$ cat src/rtl/umi_regfile_responder.sv
// UMI responder endpoint: a 16 x 32-bit register file that executes single-word
// read/write/posted requests and returns responses with src/dst addresses swapped.
module umi_regfile_responder #(
  parameter int CW = 32,
  parameter int AW = 64,
  parameter int DW = 256
) (
  input  logic          clk,
  input  logic          reset,
  input  logic          umi_in_valid,
  output logic          umi_in_ready,
  input  logic [CW-1:0] umi_in_cmd,
  input  logic [AW-1:0] umi_in_dstaddr,
  input  logic [AW-1:0] umi_in_srcaddr,
  input  logic [DW-1:0] umi_in_data,
  output logic          umi_out_valid,
  input  logic          umi_out_ready,
  output logic [CW-1:0] umi_out_cmd,
  output logic [AW-1:0] umi_out_dstaddr,
  output logic [AW-1:0] umi_out_srcaddr,
  output logic [DW-1:0] umi_out_data
);

  localparam logic [4:0] OP_REQ_READ   = 5'h01;
  localparam logic [4:0] OP_REQ_WRITE  = 5'h03;
  localparam logic [4:0] OP_REQ_POSTED = 5'h05;
  localparam logic [4:0] OP_RESP_READ  = 5'h02;
  localparam logic [4:0] OP_RESP_WRITE = 5'h04;

  typedef enum logic {
    IDLE = 1'b0,
    RESP = 1'b1
  } state_t;

  state_t        state_q, state_d;
  logic [31:0]   regs_q [16];
  logic [31:0]   regs_d [16];
  logic [CW-1:0] cmd_q, cmd_d;
  logic [AW-1:0] dst_q, dst_d;
  logic [AW-1:0] src_q, src_d;
  logic [31:0]   data_q, data_d;

  logic [4:0]  opcode;
  logic [2:0]  size;
  logic [7:0]  len;
  logic [3:0]  idx;
  logic        legal;
  logic        accept;
  logic        is_read;
  logic        is_write;
  logic        is_posted;
  logic [31:0] wmask;
  logic [31:0] wdata;
  logic        unused_data;

  // Only the low word of the data bus carries payload.
  assign unused_data = ^umi_in_data[DW-1:32];

  always_comb begin
    opcode    = umi_in_cmd[4:0];
    size      = umi_in_cmd[7:5];
    len       = umi_in_cmd[15:8];
    idx       = umi_in_dstaddr[5:2];
    legal     = (umi_in_dstaddr[11:6] == 6'd0) && (len == 8'd0) && (size <= 3'd2);
    accept    = umi_in_valid && (state_q == IDLE);
    is_read   = (opcode == OP_REQ_READ);
    is_write  = (opcode == OP_REQ_WRITE);
    is_posted = (opcode == OP_REQ_POSTED);

    // Narrow writes replicate the low payload bits across lanes, then mask.
    case (size)
      3'd0: begin
        wmask = 32'h0000_00FF << {umi_in_dstaddr[1:0], 3'b000};
        wdata = {4{umi_in_data[7:0]}};
      end
      3'd1: begin
        wmask = umi_in_dstaddr[1] ? 32'hFFFF_0000 : 32'h0000_FFFF;
        wdata = {2{umi_in_data[15:0]}};
      end
      default: begin
        wmask = 32'hFFFF_FFFF;
        wdata = umi_in_data[31:0];
      end
    endcase

    state_d = state_q;
    cmd_d   = cmd_q;
    dst_d   = dst_q;
    src_d   = src_q;
    data_d  = data_q;
    for (int i = 0; i < 16; i++) regs_d[i] = regs_q[i];

    if (accept && legal && (is_write || is_posted))
      regs_d[idx] = (regs_q[idx] & ~wmask) | (wdata & wmask);

    case (state_q)
      IDLE: begin
        if (accept && (is_read || is_write)) begin
          state_d        = RESP;
          cmd_d          = umi_in_cmd;
          cmd_d[4:0]     = is_read ? OP_RESP_READ : OP_RESP_WRITE;
          cmd_d[25:24]   = legal ? 2'b00 : 2'b10;
          dst_d          = umi_in_srcaddr;
          src_d          = umi_in_dstaddr;
          data_d         = (is_read && legal) ? regs_q[idx] : 32'h0;
        end
      end
      RESP: begin
        if (umi_out_ready) state_d = IDLE;
      end
      default: state_d = IDLE;
    endcase
  end

  always_ff @(posedge clk or posedge reset) begin
    if (reset) begin
      state_q <= IDLE;
      cmd_q   <= '0;
      dst_q   <= '0;
      src_q   <= '0;
      data_q  <= '0;
      for (int i = 0; i < 16; i++) regs_q[i] <= '0;
    end else begin
      state_q <= state_d;
      cmd_q   <= cmd_d;
      dst_q   <= dst_d;
      src_q   <= src_d;
      data_q  <= data_d;
      for (int i = 0; i < 16; i++) regs_q[i] <= regs_d[i];
    end
  end

  assign umi_in_ready    = (state_q == IDLE);
  assign umi_out_valid   = (state_q == RESP);
  assign umi_out_cmd     = cmd_q;
  assign umi_out_dstaddr = dst_q;
  assign umi_out_srcaddr = src_q;
  assign umi_out_data    = {{(DW-32){1'b0}}, data_q};

endmodule

$ cat config.mk
export PLATFORM = sky130hd
export DESIGN_NAME = umi_regfile_responder
export DESIGN_NICKNAME = d
export VERILOG_FILES = /design/src/rtl/umi_regfile_responder.sv
export SDC_FILE = /design/constraint.sdc
export NUM_CORES = 1
export LEC_CHECK = 0
export ABC_CLOCK_PERIOD_IN_PS = 31200
export CORE_AREA = 2 2 326 328
export DETAILED_ROUTE_END_ITERATION = 6
export DIE_AREA = 0 0 328 330
export PLACE_DENSITY = 0.52
export SYNTH_ARGS = -nofsm -noshare
export SYNTH_HDL_FRONTEND = slang
export SYNTH_SLANG_ARGS = --single-unit
$ cat constraint.sdc
create_clock -name clk -period 31.2 [get_ports clk]
set_clock_uncertainty 0.15 [all_clocks]
set_input_delay 6.24 -clock clk [delete_from_list [all_inputs] [get_ports clk]]
set_output_delay 6.24 -clock clk [all_outputs]
set_load 0.1 [all_outputs]
* Yosys cells after proc, flatten, opt, wreduce, memory -nomap -nowiden
Cells that the tools add are included.
** Storage, ports and cells
- Output and inout bits :: 418
- Bits in registers :: 705
- Input port bits :: 420
- Logic and storage cells :: 64
** Operators by class
- $lt $le $gt $ge :: 3
- Reduce and logical (&&, ||, !) cells :: 14
- Equality and inequality tests :: 4
- Muxes and demuxes :: 15
- Shift-type cells :: 1
- Bitwise logic cells :: 6
** Operators by type and width (number)
- $bwmux W512 :: 1
- $mux W32 :: 5
- $bmux W32 S4 :: 1
- $demux W32 S4 :: 1
- $pmux W32 S2 :: 2
- $and A32 B32 Y32 :: 2
- $not A32 Y32 :: 1
- $or A32 B32 Y32 :: 1
- $shl A8 B5 Y32 const A :: 1
- $logic_and A1 B1 Y1 :: 8
- $logic_not A8 Y1 :: 1
- $logic_not A6 Y1 :: 1
- $eq A5 B1 Y1 const B :: 1
- $eq A5 B2 Y1 const B :: 1
- $eq A5 B3 Y1 const B :: 1
- $ge A5 B5 Y1 const B :: 1
- $lt A5 B1 Y1 const B :: 1
- $not A4 Y5 :: 1
- $eq A3 B1 Y1 const B :: 1
- $le A3 B2 Y1 const B :: 1
- $logic_not A3 Y1 :: 1
- $mux W3 :: 1
- $logic_or A1 B1 Y1 :: 2
- $mux W1 :: 2
- other kinds (4) :: 4

* Logic depth before layout (Yosys ltp)
- Word-level depth :: 7
- Depth in mapped cells :: 10
- Gate-level depth less buffers :: 5

* Worst setup path after synthesis
No wires, ideal clock.
- Path type :: input to register
- Start :: input port umi_in_dstaddr[3]
- End :: register regs_q[99] in the netlist's numbering
- Path slack :: 23.041 ns
- Stages on the path :: 9
- Arrival time :: 7.859 ns
- Buffers on the path :: 4
- Library setup time :: 0.150 ns
- Path through :: buf_6 -> buf_8 -> buf_8 -> buf_4 -> mux2i_1 -> a22oi_1 -> a32oi_2 -> o31a_2 -> a21oi_1
** Between the ends
- Cells in the longest elaborated chain, start to end :: 7
** Ends and longest elaborated chain
- from (decl) :: RTL line 13 : input logic [AW-1:0] umi_in_dstaddr,
- $not A4 Y5 * :: RTL line 94 : regs_d[idx] = (regs_q[idx] & ~wmask) | (wdata & wmask);
- $bmux W32 S4 :: RTL line 94
- $mux W32 (not written as such) (2 in a row) :: RTL line 94
- $and A32 B32 Y32 :: RTL line 94
- $or A32 B32 Y32 :: RTL line 94
- $bwmux W512 * :: RTL line 94
- to (decl) :: RTL line 36 : logic [31:0] regs_q [16];
Mark *: on every way between the ends. The rest lies on a longest branch, timed or not. The select of a mux whose other input is x is not followed.
A chain may end at the register's enable or synchronous reset.

* Worst setup path in the final report
- Start :: input port umi_in_cmd[7]
- End :: register regs_q[148] in the netlist's numbering
** Between the ends
- Cells in the longest elaborated chain, start to end :: 6
** Ends and longest elaborated chain
- from (decl) :: RTL line 12 : input logic [CW-1:0] umi_in_cmd,
- $eq A3 B1 Y1 or $logic_not A3 Y1 (tied branches) :: RTL line 71 : case (size)
- $pmux W32 S2 :: RTL line 71
- $not A32 Y32 :: RTL line 94
- $and A32 B32 Y32 :: RTL line 94
- $or A32 B32 Y32 :: RTL line 94
- $bwmux W512 :: RTL line 94
Parallel ways exist; a longest one is shown, timed or not.

==> results.sh <==
export IMPL_status="finished clean"
export IMPL_io_pins=838
export IMPL_grt_pass1_vias=23800
export IMPL_hold_path_depth=2
export IMPL_rows=119
export IMPL_swShare_pct=38.4
export IMPL_intPower_w=0.00166
export IMPL_clkSinkCount=701
export IMPL_yosysMostFrequentCell="nand2_1"
export IMPL_pwr_share_clk_pct=36.6
export IMPL_min_from="regs_q[428]$_DFFE_PP0P_"
export IMPL_holdCritPathClass="reg -> reg"
export IMPL_drive_gt1_share_pct=9.78
export IMPL_crit_start="umi_in_cmd[7]"
export IMPL_cts_tree="yes"
export IMPL_worst_slack_ns=21.32
export IMPL_cp_start_kind="input pin"
export IMPL_switching_power_w=0.00103
export IMPL_total_leakage_power_nw=18.5
export IMPL_max_freq_ghz=0.101
export IMPL_met1_usage_pct=27.9
export IMPL_synth_top_cells_by_area="dfrtp_1 (53%), nand2_1 (11%), buf_4 (5.4%)"
export IMPL_slowest_stage="and4_1"
export IMPL_use_met2_pct=32.0
export IMPL_n_antenna_cell=0
export IMPL_synth_top_cell_by_area="dfrtp_1"
export IMPL_path_clk_slew_ns=0.06
export IMPL_die_area_um2=108000
export IMPL_grt_overflow_total=0
export IMPL_die_h_um=330
export IMPL_drt_iter0_drc=1777
export IMPL_place_ws_ns=20.71
export IMPL_r2r_start="umi_out_valid$_DFF_PP0_"
export IMPL_core_um2=105000
export IMPL_cts_hold_buf=0
export IMPL_synth_edf_count=0
export IMPL_gp_congestion=0.796
export IMPL_insertion_delay_ns=0.70
export IMPL_finalNetCount=3992
export IMPL_netlist_area_um2=33200
export IMPL_dr_pass1_iters=5
export IMPL_r2r_end="regs_q[148]$_DFFE_PP0P_"
export IMPL_max_stage_delay_ns=0.97
export IMPL_cp_arrival_ns=10.24
export IMPL_numCtsBuffers=84
export IMPL_h_tree_depth=3
export IMPL_max_cap_violations=0
export IMPL_fin_tns_setup_ns=0
export IMPL_ctsResizeCount=0
export IMPL_via_per_inst=4.87
export IMPL_whs_endpoint="regs_q[428]$_DFFE_PP0P_"
export IMPL_grt_max_degree=192
export IMPL_critPathKind="in -> reg"
export IMPL_yosys_cell_types_count=62
export IMPL_antenna_left=0
export IMPL_num_vias=24500
export IMPL_p_comb_share_pct=26.9
export IMPL_die_w_um=328
export IMPL_r2r_cells=6
export IMPL_grt_pass1_wl_um=162000
export IMPL_synthTopCellsByCount="nand2_1 (954), dfrtp_1 (701), o21ai_0 (304)"
export IMPL_seq_power_share_pct=36.5
export IMPL_period_needed_ns=9.88
export IMPL_crit_required_ns=31.56
export IMPL_io_buffer_count=383
export IMPL_cts_buffer_depth=3
export IMPL_synth_warnings=0
export IMPL_clock_root_buffer="clkbuf_16"
export IMPL_grt_usage_pct=20.0
export IMPL_dp_hpwl_um=71400
export IMPL_final_hold_violation_count=0
export IMPL_async_reset_ff_share_pct=100
export IMPL_endpoint_kind="flop"
export IMPL_slew_headroom_pct=23.1
export IMPL_initial_utilization_pct=31.7
export IMPL_worst_pin_slew_ns=1.15
export IMPL_synth_top_area_share_pct=52.9
export IMPL_finalSetupViolations=0
export IMPL_finalPower_w=0.00269
export IMPL_syn_inst=3267
export IMPL_crit_chain="clkdlybuf4s50_1 -> nor3_2 -> and4_1 -> nand4_1 -> buf_4 -> nand2_1 -> o21ai_1"
export IMPL_synth_seq_area_share_pct=52.9
export IMPL_area_growth_pct=20.7
export IMPL_finalMaxSlewViolations=0
export IMPL_synth_top_flop_cell="dfrtp_1"
export IMPL_rsz0062_at_grt="false"
export IMPL_postSynthAreaPerCell_um2=10.2
export IMPL_cellPowerDensity_nw_per_um2=67.1
export IMPL_top_usage_layer="met2"
export IMPL_antenna_found_initial=4
export IMPL_layout_worst_path_cycle_share_pct=31.7
export IMPL_cts_setup_buffers=0
export IMPL_wl_um=110000
export IMPL_ys_ff_latch=701
export IMPL_peakVddDrop_uv=67.5
export IMPL_path_max_fanout=22
export IMPL_reg2reg_slack_ns=27.07
export IMPL_drc=0
export IMPL_grt_use_met3_pct=3.81
export IMPL_wl_per_cell_um=22.0
layout by cell type (no fill, tap or decap), types with 9 or more instances in the layout:
| master | count |
|---|---|
| nand2_1 | 954 |
| a22o_1 | 24 |
| o21ai_1 | 153 |
| nand4_4 | 16 |
| dfrtp_1 | 701 |
| nor3_1 | 10 |
| mux2i_1 | 160 |
| o21a_1 | 21 |
| nand2b_1 | 18 |
| clkdlybuf4s50_1 | 376 |
| o21ai_0 | 304 |
| nor2_1 | 65 |
| o22ai_1 | 16 |
| conb_1 | 228 |
| clkinv_2 | 9 |
| a21oi_1 | 76 |
| mux4_2 | 29 |
| mux2_2 | 48 |
| nor4_2 | 11 |
| clkbuf_8 | 24 |
| clkbuf_1 | 26 |
| mux4_1 | 19 |
| clkbuf_16 | 84 |
| buf_4 | 43 |
| o21ai_2 | 16 |
| a22oi_1 | 48 |
| a32o_1 | 20 |
worst max-delay path: cells and delay by family:
family	cells	cell delay, ns
AND/OR/NAND/NOR	4	2.68
buffers and inverters	2	1.24
AO/OA/AOI/OAI	1	0.06
layer usage:
metal	part of all wire, %	vias to the layer above	wire (um)
met2	47	805	51400
li1	-	11400	-
met4	2.1	0	2370
met3	6.3	139	6920
met5	0	-	0
met1	45	12200	49800
stage by stage:
stage               area [um2]  instances  utilization [%]  hold slack, ns
floorplan                34000       3494                -           0.292
detailed placement       37300       4877             35.6           0.311
global placement         37300       4877             35.6           0.306
finish                   40100       5031             38.3           0.319
CTS                      40100       5031             38.3           0.323
global route             40100       5031             38.3           0.337
cell type report:
class,count,area (um2)
sequential,701,17500
tap,1391,1740
inverter,4,22.5
clock inverter,20,280
timing repair buffer,425,4170
fill,10500,64600
clock buffer,134,2530
multi-input combinational,2356,13800
power by group through the flow:
stage	combinational [W]	sequential [W]	clock [W]
after detailed placement	0.000727	0.000997	0
final	0.000724	0.000980	0.000984
after global placement	0.000728	0.000995	0
after floorplan	0.000249	0.00132	0
after CTS	0.000729	0.000980	0.00101
after global routing	0.000750	0.000984	0.00105
worst max-delay path by stage:
stage / to / cells past startpoint
detailed placement: regs_q[159]$_DFFE_PP0P_ / 7
finish: regs_q[148]$_DFFE_PP0P_ / 7
CTS: regs_q[148]$_DFFE_PP0P_ / 7
global route: regs_q[148]$_DFFE_PP0P_ / 7
floorplan: data_q[0]$_DFFE_PP0P_ / 1
global placement: regs_q[159]$_DFFE_PP0P_ / 7
registers in the layout (all words and copies together) (netlist names):
name,flops
umi_out_dstaddr,64
data_q,32
umi_out_valid,1
umi_out_srcaddr,64
regs_q,512
umi_out_cmd,28
cells by family (layout without fill, tap and decap cells):
logic type                count (synthesis)  after routing  synth area share, %
AOI/OAI and AO/OA                       730            730                 13.8
muxes                                   256            256                 9.93
DFF                                     701            701                 52.9
xor gates and xnor gates                  1              1               0.0264
and+or+nand+nor                        1141           1141                 15.1
other                                     1            228               0.0113
buffers and inverters                   437            583                 8.29
Power figures use the tool's default switching activity.
